`src/rtl/exec_mem_unit_if.sv`:
```
// Handshake, result and SRAM bus of the execute/memory backend.
// Master is the operand-fetch/SRAM side, slave is the backend itself.
interface exec_mem_unit_if #(
  parameter int XLEN   = 32,
  parameter int MEM_AW = 16
);
  logic              in_valid;
  logic              in_ready;
  logic [3:0]        alu_op;
  logic [4:0]        mem_op;
  logic [XLEN-1:0]   operand_a;
  logic [XLEN-1:0]   operand_b;
  logic [XLEN-1:0]   store_data;
  logic              out_valid;
  logic              out_ready;
  logic [XLEN-1:0]   out_data;
  logic              out_wb;
  logic              out_err;
  logic              mem_en;
  logic              mem_we;
  logic [XLEN/8-1:0] mem_be;
  logic [MEM_AW-1:0] mem_addr;
  logic [XLEN-1:0]   mem_wdata;
  logic [XLEN-1:0]   mem_rdata;

  modport master (
    output in_valid, alu_op, mem_op, operand_a, operand_b, store_data, out_ready, mem_rdata,
    input  in_ready, out_valid, out_data, out_wb, out_err,
           mem_en, mem_we, mem_be, mem_addr, mem_wdata
  );

  modport slave (
    input  in_valid, alu_op, mem_op, operand_a, operand_b, store_data, out_ready, mem_rdata,
    output in_ready, out_valid, out_data, out_wb, out_err,
           mem_en, mem_we, mem_be, mem_addr, mem_wdata
  );
endinterface

```
`src/rtl/exec_mem_unit.sv`:
```
// Execute/memory backend: ALU, stepped barrel shifter and byte-lane load/store unit.
// States: IDLE waiting | SHIFT remaining shift steps | MEM one SRAM cycle | DONE result held
module exec_mem_unit #(
  parameter int XLEN       = 32,
  parameter int MEM_AW     = 16,
  parameter int SHIFT_STEP = 8
) (
  input  logic            clk,
  input  logic            rst_n,
  exec_mem_unit_if.slave  bus
);
  localparam int NB    = XLEN / 8;
  localparam int ALIGN = $clog2(NB);
  localparam int SHW   = $clog2(XLEN);

  typedef enum logic [1:0] {IDLE, SHIFT, MEM, DONE} state_t;

  state_t            state_q;
  logic [XLEN-1:0]   shv_q;
  logic [SHW-1:0]    rem_q;
  logic [3:0]        op_q;
  logic [ALIGN-1:0]  lane_q;
  logic [1:0]        size_q;
  logic              uns_q;
  logic              is_load_q;
  logic              out_valid_q;
  logic [XLEN-1:0]   out_data_q;
  logic              out_wb_q;
  logic              out_err_q;
  logic              mem_en_q;
  logic              mem_we_q;
  logic [NB-1:0]     mem_be_q;
  logic [MEM_AW-1:0] mem_addr_q;
  logic [XLEN-1:0]   mem_wdata_q;

  logic              in_ready;
  logic              accept;

  function automatic logic [SHW-1:0] step_of(input logic [SHW-1:0] rem);
    return (rem > SHW'(SHIFT_STEP)) ? SHW'(SHIFT_STEP) : rem;
  endfunction

  // SRA fills from the current MSB, which stays equal to the original sign bit.
  function automatic logic [XLEN-1:0] shift_by(input logic [XLEN-1:0] v,
                                               input logic [3:0]      op,
                                               input logic [SHW-1:0]  amt);
    logic [XLEN-1:0] r;
    case (op)
      4'd8:    r = v << amt;
      4'd9:    r = v >> amt;
      default: r = $signed(v) >>> amt;
    endcase
    return r;
  endfunction

  assign in_ready = rst_n & ((state_q == IDLE) | ((state_q == DONE) & bus.out_ready));
  assign accept   = bus.in_valid & in_ready;

  logic [XLEN-1:0]  ea_d;
  logic [XLEN-1:0]  alu_res_d;
  logic [XLEN-1:0]  wdata_d;
  logic [SHW-1:0]   shamt_d;
  logic [ALIGN-1:0] lane_d;
  logic [NB-1:0]    size_mask_d;
  logic [NB-1:0]    be_d;
  logic             is_ld_d;
  logic             is_st_d;
  logic             is_sh_d;
  logic             mis_d;

  always_comb begin
    ea_d    = bus.operand_a + bus.operand_b;
    lane_d  = ea_d[ALIGN-1:0];
    shamt_d = bus.operand_b[SHW-1:0];
    is_ld_d = bus.mem_op[3];
    is_st_d = bus.mem_op[2] & ~bus.mem_op[3];
    is_sh_d = ~is_ld_d & ~is_st_d & (bus.alu_op inside {4'd8, 4'd9, 4'd10}) & (shamt_d != '0);

    case (bus.mem_op[1:0])
      2'd0:    begin mis_d = 1'b0;                        size_mask_d = NB'(1);  end
      2'd1:    begin mis_d = lane_d[0];                   size_mask_d = NB'(3);  end
      2'd2:    begin mis_d = (lane_d[1:0] != 2'd0);       size_mask_d = NB'(15); end
      default: begin mis_d = (XLEN == 32) || (lane_d != '0); size_mask_d = '1;   end
    endcase
    be_d = size_mask_d << lane_d;

    case (bus.mem_op[1:0])
      2'd0:    wdata_d = {NB{bus.store_data[7:0]}};
      2'd1:    wdata_d = {(NB/2){bus.store_data[15:0]}};
      2'd2:    wdata_d = {(NB/4){bus.store_data[31:0]}};
      default: wdata_d = bus.store_data;
    endcase

    case (bus.alu_op)
      4'd0:    alu_res_d = bus.operand_a + bus.operand_b;
      4'd1:    alu_res_d = bus.operand_a - bus.operand_b;
      4'd2:    alu_res_d = bus.operand_a & bus.operand_b;
      4'd3:    alu_res_d = bus.operand_a | bus.operand_b;
      4'd4:    alu_res_d = bus.operand_a ^ bus.operand_b;
      4'd5:    alu_res_d = XLEN'($signed(bus.operand_a) < $signed(bus.operand_b));
      4'd6:    alu_res_d = XLEN'(bus.operand_a < bus.operand_b);
      4'd7:    alu_res_d = bus.operand_b;
      4'd8, 4'd9, 4'd10:
               alu_res_d = shift_by(bus.operand_a, bus.alu_op, step_of(shamt_d));
      default: alu_res_d = '0;
    endcase
  end

  logic [XLEN-1:0] ld_shift;
  logic [XLEN-1:0] ld_mask;
  logic [XLEN-1:0] ld_ext;
  logic            ld_sign;

  always_comb begin
    ld_shift = bus.mem_rdata >> {lane_q, 3'b000};
    case (size_q)
      2'd0:    begin ld_mask = XLEN'(8'hFF);         ld_sign = ld_shift[7];      end
      2'd1:    begin ld_mask = XLEN'(16'hFFFF);      ld_sign = ld_shift[15];     end
      2'd2:    begin ld_mask = XLEN'(32'hFFFF_FFFF); ld_sign = ld_shift[31];     end
      default: begin ld_mask = '1;                   ld_sign = ld_shift[XLEN-1]; end
    endcase
    ld_ext = (ld_shift & ld_mask) | ((~uns_q & ld_sign) ? ~ld_mask : '0);
  end

  always_ff @(posedge clk or negedge rst_n) begin
    if (!rst_n) begin
      state_q     <= IDLE;
      shv_q       <= '0;
      rem_q       <= '0;
      op_q        <= '0;
      lane_q      <= '0;
      size_q      <= '0;
      uns_q       <= 1'b0;
      is_load_q   <= 1'b0;
      out_valid_q <= 1'b0;
      out_data_q  <= '0;
      out_wb_q    <= 1'b0;
      out_err_q   <= 1'b0;
      mem_en_q    <= 1'b0;
      mem_we_q    <= 1'b0;
      mem_be_q    <= '0;
      mem_addr_q  <= '0;
      mem_wdata_q <= '0;
    end else begin
      case (state_q)
        SHIFT: begin
          shv_q <= shift_by(shv_q, op_q, step_of(rem_q));
          rem_q <= rem_q - step_of(rem_q);
          if (rem_q <= SHW'(SHIFT_STEP)) begin
            state_q     <= DONE;
            out_valid_q <= 1'b1;
            out_data_q  <= shift_by(shv_q, op_q, step_of(rem_q));
          end
        end
        // Read data is taken at the close of the single enabled SRAM cycle.
        MEM: begin
          mem_en_q    <= 1'b0;
          mem_we_q    <= 1'b0;
          state_q     <= DONE;
          out_valid_q <= 1'b1;
          if (is_load_q) out_data_q <= ld_ext;
        end
        DONE: begin
          if (bus.out_ready && !bus.in_valid) begin
            state_q     <= IDLE;
            out_valid_q <= 1'b0;
          end
        end
        default: ;
      endcase

      if (accept) begin
        op_q      <= bus.alu_op;
        lane_q    <= lane_d;
        size_q    <= bus.mem_op[1:0];
        uns_q     <= bus.mem_op[4];
        is_load_q <= is_ld_d;
        out_err_q <= 1'b0;
        out_wb_q  <= 1'b1;
        if (is_ld_d || is_st_d) begin
          if (mis_d) begin
            state_q     <= DONE;
            out_valid_q <= 1'b1;
            out_err_q   <= 1'b1;
            out_wb_q    <= 1'b0;
            out_data_q  <= ea_d;
          end else begin
            state_q     <= MEM;
            out_valid_q <= 1'b0;
            out_wb_q    <= is_ld_d;
            out_data_q  <= '0;
            mem_en_q    <= 1'b1;
            mem_we_q    <= is_st_d;
            mem_addr_q  <= ea_d[MEM_AW+ALIGN-1:ALIGN];
            mem_be_q    <= is_st_d ? be_d : '0;
            if (is_st_d) mem_wdata_q <= wdata_d;
          end
        end else begin
          shv_q <= alu_res_d;
          rem_q <= shamt_d - step_of(shamt_d);
          if (is_sh_d && (shamt_d > SHW'(SHIFT_STEP))) begin
            state_q     <= SHIFT;
            out_valid_q <= 1'b0;
          end else begin
            state_q     <= DONE;
            out_valid_q <= 1'b1;
            out_data_q  <= alu_res_d;
          end
        end
      end
    end
  end

  assign bus.in_ready  = in_ready;
  assign bus.out_valid = out_valid_q;
  assign bus.out_data  = out_data_q;
  assign bus.out_wb    = out_wb_q;
  assign bus.out_err   = out_err_q;
  assign bus.mem_en    = mem_en_q;
  assign bus.mem_we    = mem_we_q;
  assign bus.mem_be    = mem_be_q;
  assign bus.mem_addr  = mem_addr_q;
  assign bus.mem_wdata = mem_wdata_q;
endmodule

```
`src/flat_wrapper.sv`:
```
// flat-port wrapper written by rule: the top's interface ports become plain ports
module exec_mem_unit_flat 
#(
  parameter int XLEN       = 32,
  parameter int MEM_AW     = 16,
  parameter int SHIFT_STEP = 8
)
  (clk, rst_n, bus_in_valid, bus_alu_op, bus_mem_op, bus_operand_a, bus_operand_b, bus_store_data, bus_out_ready, bus_mem_rdata, bus_in_ready, bus_out_valid, bus_out_data, bus_out_wb, bus_out_err, bus_mem_en, bus_mem_we, bus_mem_be, bus_mem_addr, bus_mem_wdata);
  exec_mem_unit_if #(.XLEN(XLEN), .MEM_AW(MEM_AW)) bus_i ();
  input  logic clk;
  input  logic rst_n;
  input wire logic [$bits(bus_i.in_valid)-1:0] bus_in_valid;
  input wire logic [$bits(bus_i.alu_op)-1:0] bus_alu_op;
  input wire logic [$bits(bus_i.mem_op)-1:0] bus_mem_op;
  input wire logic [$bits(bus_i.operand_a)-1:0] bus_operand_a;
  input wire logic [$bits(bus_i.operand_b)-1:0] bus_operand_b;
  input wire logic [$bits(bus_i.store_data)-1:0] bus_store_data;
  input wire logic [$bits(bus_i.out_ready)-1:0] bus_out_ready;
  input wire logic [$bits(bus_i.mem_rdata)-1:0] bus_mem_rdata;
  output wire logic [$bits(bus_i.in_ready)-1:0] bus_in_ready;
  output wire logic [$bits(bus_i.out_valid)-1:0] bus_out_valid;
  output wire logic [$bits(bus_i.out_data)-1:0] bus_out_data;
  output wire logic [$bits(bus_i.out_wb)-1:0] bus_out_wb;
  output wire logic [$bits(bus_i.out_err)-1:0] bus_out_err;
  output wire logic [$bits(bus_i.mem_en)-1:0] bus_mem_en;
  output wire logic [$bits(bus_i.mem_we)-1:0] bus_mem_we;
  output wire logic [$bits(bus_i.mem_be)-1:0] bus_mem_be;
  output wire logic [$bits(bus_i.mem_addr)-1:0] bus_mem_addr;
  output wire logic [$bits(bus_i.mem_wdata)-1:0] bus_mem_wdata;
  assign bus_i.in_valid = bus_in_valid;
  assign bus_i.alu_op = bus_alu_op;
  assign bus_i.mem_op = bus_mem_op;
  assign bus_i.operand_a = bus_operand_a;
  assign bus_i.operand_b = bus_operand_b;
  assign bus_i.store_data = bus_store_data;
  assign bus_i.out_ready = bus_out_ready;
  assign bus_i.mem_rdata = bus_mem_rdata;
  assign bus_in_ready = bus_i.in_ready;
  assign bus_out_valid = bus_i.out_valid;
  assign bus_out_data = bus_i.out_data;
  assign bus_out_wb = bus_i.out_wb;
  assign bus_out_err = bus_i.out_err;
  assign bus_mem_en = bus_i.mem_en;
  assign bus_mem_we = bus_i.mem_we;
  assign bus_mem_be = bus_i.mem_be;
  assign bus_mem_addr = bus_i.mem_addr;
  assign bus_mem_wdata = bus_i.mem_wdata;
  exec_mem_unit #(.XLEN(XLEN), .MEM_AW(MEM_AW), .SHIFT_STEP(SHIFT_STEP)) u_core (.clk(clk), .rst_n(rst_n), .bus(bus_i));
endmodule
```
`config.mk`:
```
export PLATFORM = sky130hd
export DESIGN_NAME = exec_mem_unit_flat
export DESIGN_NICKNAME = d
export VERILOG_FILES = /design/src/rtl/exec_mem_unit_if.sv /design/src/rtl/exec_mem_unit.sv /design/src/flat_wrapper.sv
export SDC_FILE = /design/constraint.sdc
export NUM_CORES = 1
export LEC_CHECK = 0
export ABC_CLOCK_PERIOD_IN_PS = 7400
export CAP_MARGIN = 5
export CELL_PAD_IN_SITES_DETAIL_PLACEMENT = 1
export CELL_PAD_IN_SITES_GLOBAL_PLACEMENT = 2
export CORE_UTILIZATION = 36
export DETAILED_ROUTE_END_ITERATION = 8
export PLACE_DENSITY_LB_ADDON = 0.1
export SLEW_MARGIN = 15
export SYNTH_ARGS = -nofsm -noshare
export SYNTH_HDL_FRONTEND = slang
export SYNTH_SLANG_ARGS = --single-unit
```
`constraint.sdc`:
```
create_clock -name clk -period 7.4 [get_ports clk]
set_input_delay 1.48 -clock clk [delete_from_list [all_inputs] [get_ports clk]]
set_output_delay 1.48 -clock clk [all_outputs]
set_load 0.05 [all_outputs]
```
======== Word-level counts from Yosys, hierarchy flattened ========
Index checks and enable logic that the tools add are counted.
operators by class
  $add $sub $neg .......................... 4
  multiply operators ...................... 0
  div/mod/pow operators ................... 0
  magnitude comparators ................... 5
  eq/ne operators ......................... 20
  shifts and indexed selects .............. 8
  muxes and demuxes ....................... 50
  bitwise logic cells ..................... 19
  reduce and logical (&&, ||, !) cells .... 16
operators with widths
  cell                number
  $mux 32             10
  $pmux 32 s2         5
  $pmux 32 s9         1
  $shr 32x5->32       3
  $and 32x32->32      2
  $lt 32x32->1        2
  $or 32x32->32       2
  $shl 32x5->32       2
  $sshr 32x5->32      2
  $add 32x32->32      1
  $not 32->32         1
  $sub 32x32->32      1
  $xor 32x32->32      1
  $mux 5              5
  $eq 4x4->1 const B  5
  $mux 1              18
  $eq 4x3->1 const B  4
  $gt 5x4->1 const B  2
  $mux 2              5
  $sub 5x5->5         2
  $and 1x1->1         8
  $eq 4x2->1 const B  2
  $pmux 4 s2          1
  $eq 2x1->1 const B  3
  24 further kinds    34
word-level totals
  bits in registers ....................... 138
  bits in latches ......................... 0
  RAM bits ................................ 0
  memory bits (read-only) ................. 0
  output and inout port bits .............. 90
  word-level logic and storage cells ...... 139
  memories ................................ 0

======== Logic depth before layout (Yosys ltp) ========
  depth after elaboration ................. 10
  depth in mapped cells ................... 17
  mapped depth without buffers ............ 14

======== Worst setup path after synthesis ========
No wires, ideal clock.
  kind .................................... in2reg
  start ................................... input port bus_operand_b[2]
  end ..................................... register u_core.out_data_q[18], in the netlist u_core.bus.out_data[18]
  data arrival time ....................... 5087 ps
  data required time ...................... 7274 ps
  path slack .............................. 2187 ps
  cell stages on the path ................. 16
  buffers on the path ..................... 4
  cells stage by stage .................... buf_2 > clkinv_1 > buf_1 > clkbuf_1 > ha_1 > buf_6 > nand2b_1 > a221oi_2 > o221a_2 > nor2_1 > o32a_1 > o21a_1 > o31ai_1 > o221a_2 > o221ai_1 > a221o_1
on the way
  word-level cells in the longest chain between the ends .. 8
  elaborated cells on any way between the ends .. 16
  classes of those cells .................. add/sub (2); order compare (1); shift (3); mux (7); bitwise (1); reduce/logical (2)
ends and longest elaborated chain
  what                                          line                                       RTL
  from (decl)                                   flat_wrapper.sv:16                         input wire logic [$bits(bus_i.operand_b)-1:0] bus_operand_b;
  $gt 5x4->1                                    exec_mem_unit.sv:40, exec_mem_unit.sv:201
  $mux 5                                        exec_mem_unit.sv:40                        return (rem > SHW'(SHIFT_STEP)) ? SHW'(SHIFT_STEP) : rem;
  $sshr 32x5->32, or another cell as far along  exec_mem_unit.sv:51                        default: r = $signed(v) >>> amt;
  $pmux 32 s2                                   exec_mem_unit.sv:48                        case (op)
  $pmux 32 s9                                   exec_mem_unit.sv:94                        case (bus.alu_op)
  $mux 32                                       exec_mem_unit.sv:201                       if (is_sh_d && (shamt_d > SHW'(SHIFT_STEP))) begin
  $mux 32 (*)                                   exec_mem_unit.sv:180                       if (is_ld_d || is_st_d) begin
  $mux 32 (*)                                   exec_mem_unit.sv:172                       if (accept) begin
  to (signal assigned)                          exec_mem_unit.sv:152                       out_data_q <= shift_by(shv_q, op_q, step_of(rem_q));
  to (signal assigned)                          exec_mem_unit.sv:161                       if (is_load_q) out_data_q <= ld_ext;
  to (signal assigned)                          exec_mem_unit.sv:207                       out_data_q <= alu_res_d;
  to (decl)                                     exec_mem_unit.sv:27                        logic [XLEN-1:0] out_data_q;
Mark *: on every way between the ends. The rest lies on a longest branch, timed or not.
A chain may end at the register's enable or synchronous reset.

======== Worst setup path in the final report ========
  start ................................... input port bus_operand_b[3]
  end ..................................... register u_core.out_data_q[28], in the netlist u_core.bus.out_data[28]
Same word-level chain as after synthesis.

==> summary.md <==
By startpoint and endpoint, the worst setup path is classified as in -> reg. Relative slew slack: 12.71%. The die covers 0.05378 mm2.

The largest fanout on the critical path is 10, and the via count of the first global-routing pass is 21,752. The post-detailed-placement cell area is 0.02175 mm2, and the post-detailed-placement half-perimeter wirelength is 77,280 um. End of the worst register-to-register path: u_core.bus.out_data[18]$_DFF_PN0_. The die is 231.9 um wide. Worst setup path startpoint: bus_operand_b[3]. The run gives 0 ns as the final-layout setup total negative slack. The number of flops mapped to enable cells by yosys was 0. At the pin with the least slew margin, the transition time is 1.302 ns.

Final count of pins violating max slew: 0. Counting distinct cell types in the post-synthesis netlist gives 95. Summed over all instances, the cell type with the most area after synthesis is sky130_fd_sc_hd__dfrtp_1. Synthesis produced 2,562 cells. The run gives 1.410 ns as the worst setup timing slack at the placement stage. The largest stage delay on the critical path was 0.92 ns. After synthesis, the cell types taking the most area are sky130_fd_sc_hd__dfrtp_1 (18%), sky130_fd_sc_hd__mux2i_1 (9.9%), sky130_fd_sc_hd__ha_1 (6.7%).

The register clock-pin slew on the reported worst setup and hold paths is 0.07 ns, and the count of inserted antenna diode cells is 0. The ratio of total power to cell area works out to 356.5 mW/mm2. The run gives 3.27 ns as the worst-case register-to-register setup slack. The cell with the most instances on the worst path was sky130_fd_sc_hd__o21ai_0.

At the worst endpoint, the required time is 7.68 ns. Total power for the finished layout comes to 7.953 mW. Summed over all cells, the static leakage comes to 9.170 nW. The tightest hold path in the finished design has a slack of 0.4791 ns. The minimum clock period after layout was 5.713 ns; the total I/O pin count was 231. CTS saw 138 sinks. The leading cell type by number of instances after synthesis was sky130_fd_sc_hd__nand2_1. For the final layout net count, the log shows 2,897. Most used flip-flop cell after synthesis: sky130_fd_sc_hd__dfrtp_1.

The run finished with clean final reports. Counting flops with an async set or reset pin after synthesis yields a share of 100.0%. In this run, synthesis produced a sequential element count of 138. The tools report the total CTS buffers as 17. Measured in cells, the most critical reg-to-reg path has a length of 8.

The count of standard-cell rows is 83, and the maximum clock insertion buffer count is 2. The Yosys step of the flow raised 0 warnings. Summing the sequential cell areas from Yosys gives 18.15% of the chip area.

The fraction of synthesized cell area taken by the top area cell type is 18.15%, and the achievable clock frequency is 0.1751 GHz. For the first-pass GRT wire length, the log shows 145,200 um. The initial cell density of the core was 36.80%; the clock latency at the later pin of the worst-skew pair was 0.44 ns. For this run, design rule violations remaining after detail routing come to 0. The layout-stage area growth over the synthesis result is 17.24%, and the pin count of the biggest net entering global routing is 73. Final global-route overflow total: 0. The core area came out at 0.05172 mm2.

The type of element launching the critical path is an input pin. Counting buffers and inverters, the worst setup path is 13 cells deep. The commonest cells after synthesis are sky130_fd_sc_hd__nand2_1 (278), sky130_fd_sc_hd__nor2_1 (251), sky130_fd_sc_hd__o21ai_0 (245), sky130_fd_sc_hd__a21oi_1 (202), sky130_fd_sc_hd__mux2i_1 (188). The pre-antenna-repair detailed-routing pass consisted of 8 iterations.

The worst register-to-register path begins at u_core.rem_q[0]$_DFF_PN0_. Kind of capture point of the worst setup path: a flop. Clock root buffer master: sky130_fd_sc_hd__clkbuf_16. The run gives 6.00 ns as the data arrival time of the worst path. The number of buffers and inverters on the critical path was 2; the count of input and output buffers was 230. Dividing the detail-routed via count by the number of cells gives 6.556. For the number of hold-slack violations in the final timing report, the log shows 0. Setup violations remaining at the end of the flow were counted as 0. In this run, the number of DRC markers left after iteration 0 of detailed routing was 2,277. Walking the worst path, the cells encountered are clkdlybuf4s50_1 -> inv_1 -> ha_1 -> o21ai_0 -> o21ai_0 -> nand2_1 -> o31ai_1 -> a21o_1 -> or3_1 -> nor2_1 -> o21a_1 -> a211oi_1 -> o21ai_0. The tools report the count of buffers added by post-CTS timing repair for setup as 0. The tools report the post-synthesis instance area as 0.01903 mm2. Of the available clock period, the critical path in the final layout requires 77.20%. The finished cells cover 0.02231 mm2. The maximum VDD drop was 0.2181 mV. The path class of the tightest hold or removal check is reg -> reg. The logs give 0 for the remaining antenna violation count and 1.687 ns for the final worst-path setup slack. Critical path's slowest cell: sky130_fd_sc_hd__clkdlybuf4s50_1. TritonCTS built the clock tree. The detailed router placed 21,930 vias in this run. The average instance in the mapped netlist occupies 7.428 um2. The max-cap check violation count is 0, and the setup clock skew after layout is 0.009204 ns. The congestion estimate from routability-driven global placement came to 1.001. The cell family contributing the most delay on the critical path was compound AO/OA/AOI/OAI gates.

The layout cell share with drive strength beyond 1 is 7.617%, and the initial antenna violation count is 0. Dividing the detail-routed wire length by the instance count gives 29.48 um. Setup repair after global routing left no endpoint under its margin. The floorplan die height is 231.9 um, and the hold-fix buffer count after cts is 0. The logs give 35.78% for the global-route total usage across every layer and 98,620 um for the total routed wirelength. In this run the number of H-tree levels came out at 4. The end point of the critical path is u_core.bus.out_data[28]$_DFF_PN0_. In this run, post-CTS repair resized a total of 0 instances.
## layout by cell type (no fill, tap or decap), types with 34 or more instances in the layout
master	instances
sky130_fd_sc_hd__dfrtp_1	138
sky130_fd_sc_hd__a21oi_1	202
sky130_fd_sc_hd__inv_1	115
sky130_fd_sc_hd__nor3_1	45
sky130_fd_sc_hd__nand3_1	34
sky130_fd_sc_hd__o21ai_0	244
sky130_fd_sc_hd__mux2i_1	188
sky130_fd_sc_hd__clkdlybuf4s50_1	228
sky130_fd_sc_hd__buf_4	58
sky130_fd_sc_hd__o211ai_1	53
sky130_fd_sc_hd__a22oi_1	45
sky130_fd_sc_hd__nand2_1	278
sky130_fd_sc_hd__ha_1	101
sky130_fd_sc_hd__a211oi_1	46
sky130_fd_sc_hd__nor2_1	248
## metrics by stage
stage | std cells | utilization [%]
2_1_floorplan | 2563 | -
3_3_place_gp | 3313 | 42.05
3_5_place_dp | 3313 | 42.06
4_1_cts | 3345 | 43.12
5_1_grt | 3345 | 43.14
6_report | 3345 | 43.14
## final cells by class
cell class,count,area [um2]
Inverter,117,439.2
Multi-Input combinational cell,2090,14280
Timing Repair Buffer,288,2734
Tap cell,680,850.8
Clock buffer,18,429.2
Fill cell,6353,29410
Sequential cell,138,3453
Clock inverter,14,123.9
## tightest hold or removal path: stages, from the launching register on
cell	delay, ns
sky130_fd_sc_hd__dfrtp_1	0.34
sky130_fd_sc_hd__nand2_1	0.05
sky130_fd_sc_hd__o21ai_0	0.06
## kinds of logic after synthesis
| logic type | synth area share, % |
|---|---|
| buf+inv | 7.331 |
| compound gates | 32.89 |
| mux | 15.21 |
| other cells | 0.01971 |
| simple gates | 17.69 |
| flops | 18.15 |
| xor+xnor | 1.795 |
| fa+ha+maj | 6.917 |
## routing by layer
metal	GRT usage, %	part of all wire, %	up-vias
met5	0	0	-
met3	4.236	6.6	248
met4	15.81	4.7	0
li1	-	-	9703
met2	57.68	46	1021
met1	47.78	43	10958
## worst min-delay path by stage
stage                                                    from                             endpoint  slack [ns]  cells past startpoint
after global placement    u_core.bus.mem_wdata[3]$_DFFE_PN0P_  u_core.bus.mem_wdata[3]$_DFFE_PN0P_        0.46                      2
after global routing      u_core.bus.mem_wdata[8]$_DFFE_PN0P_  u_core.bus.mem_wdata[8]$_DFFE_PN0P_        0.50                      2
final                     u_core.bus.mem_wdata[8]$_DFFE_PN0P_  u_core.bus.mem_wdata[8]$_DFFE_PN0P_        0.48                      2
after detailed placement  u_core.bus.mem_wdata[0]$_DFFE_PN0P_  u_core.bus.mem_wdata[0]$_DFFE_PN0P_        0.47                      2
after CTS                 u_core.bus.mem_wdata[0]$_DFFE_PN0P_  u_core.bus.mem_wdata[0]$_DFFE_PN0P_        0.48                      2
after floorplan                    u_core.op_q[3]$_DFFE_PN0P_           u_core.op_q[3]$_DFFE_PN0P_        0.49                      1
## flip-flops by register name, summed over array words and instances (netlist names), 4 cells and up
| signal | count |
|---|---|
| u_core.shv_q | 32 |
| u_core.bus.mem_addr | 16 |
| u_core.op_q | 4 |
| u_core.bus.out_data | 32 |
| u_core.rem_q | 5 |
| u_core.bus.mem_be | 4 |
| u_core.bus.mem_wdata | 32 |
## where the power goes
group	leakage, nW	total [mW]	internal [mW]	switching (mW)
Combinational	7.16	5.47	1.85	3.62
Sequential	1.74	1.66	1.08	0.573
Clock	0.264	0.830	0.442	0.388
Total	9.17	7.95	3.37	4.58
Power figures use the tool's default switching activity.
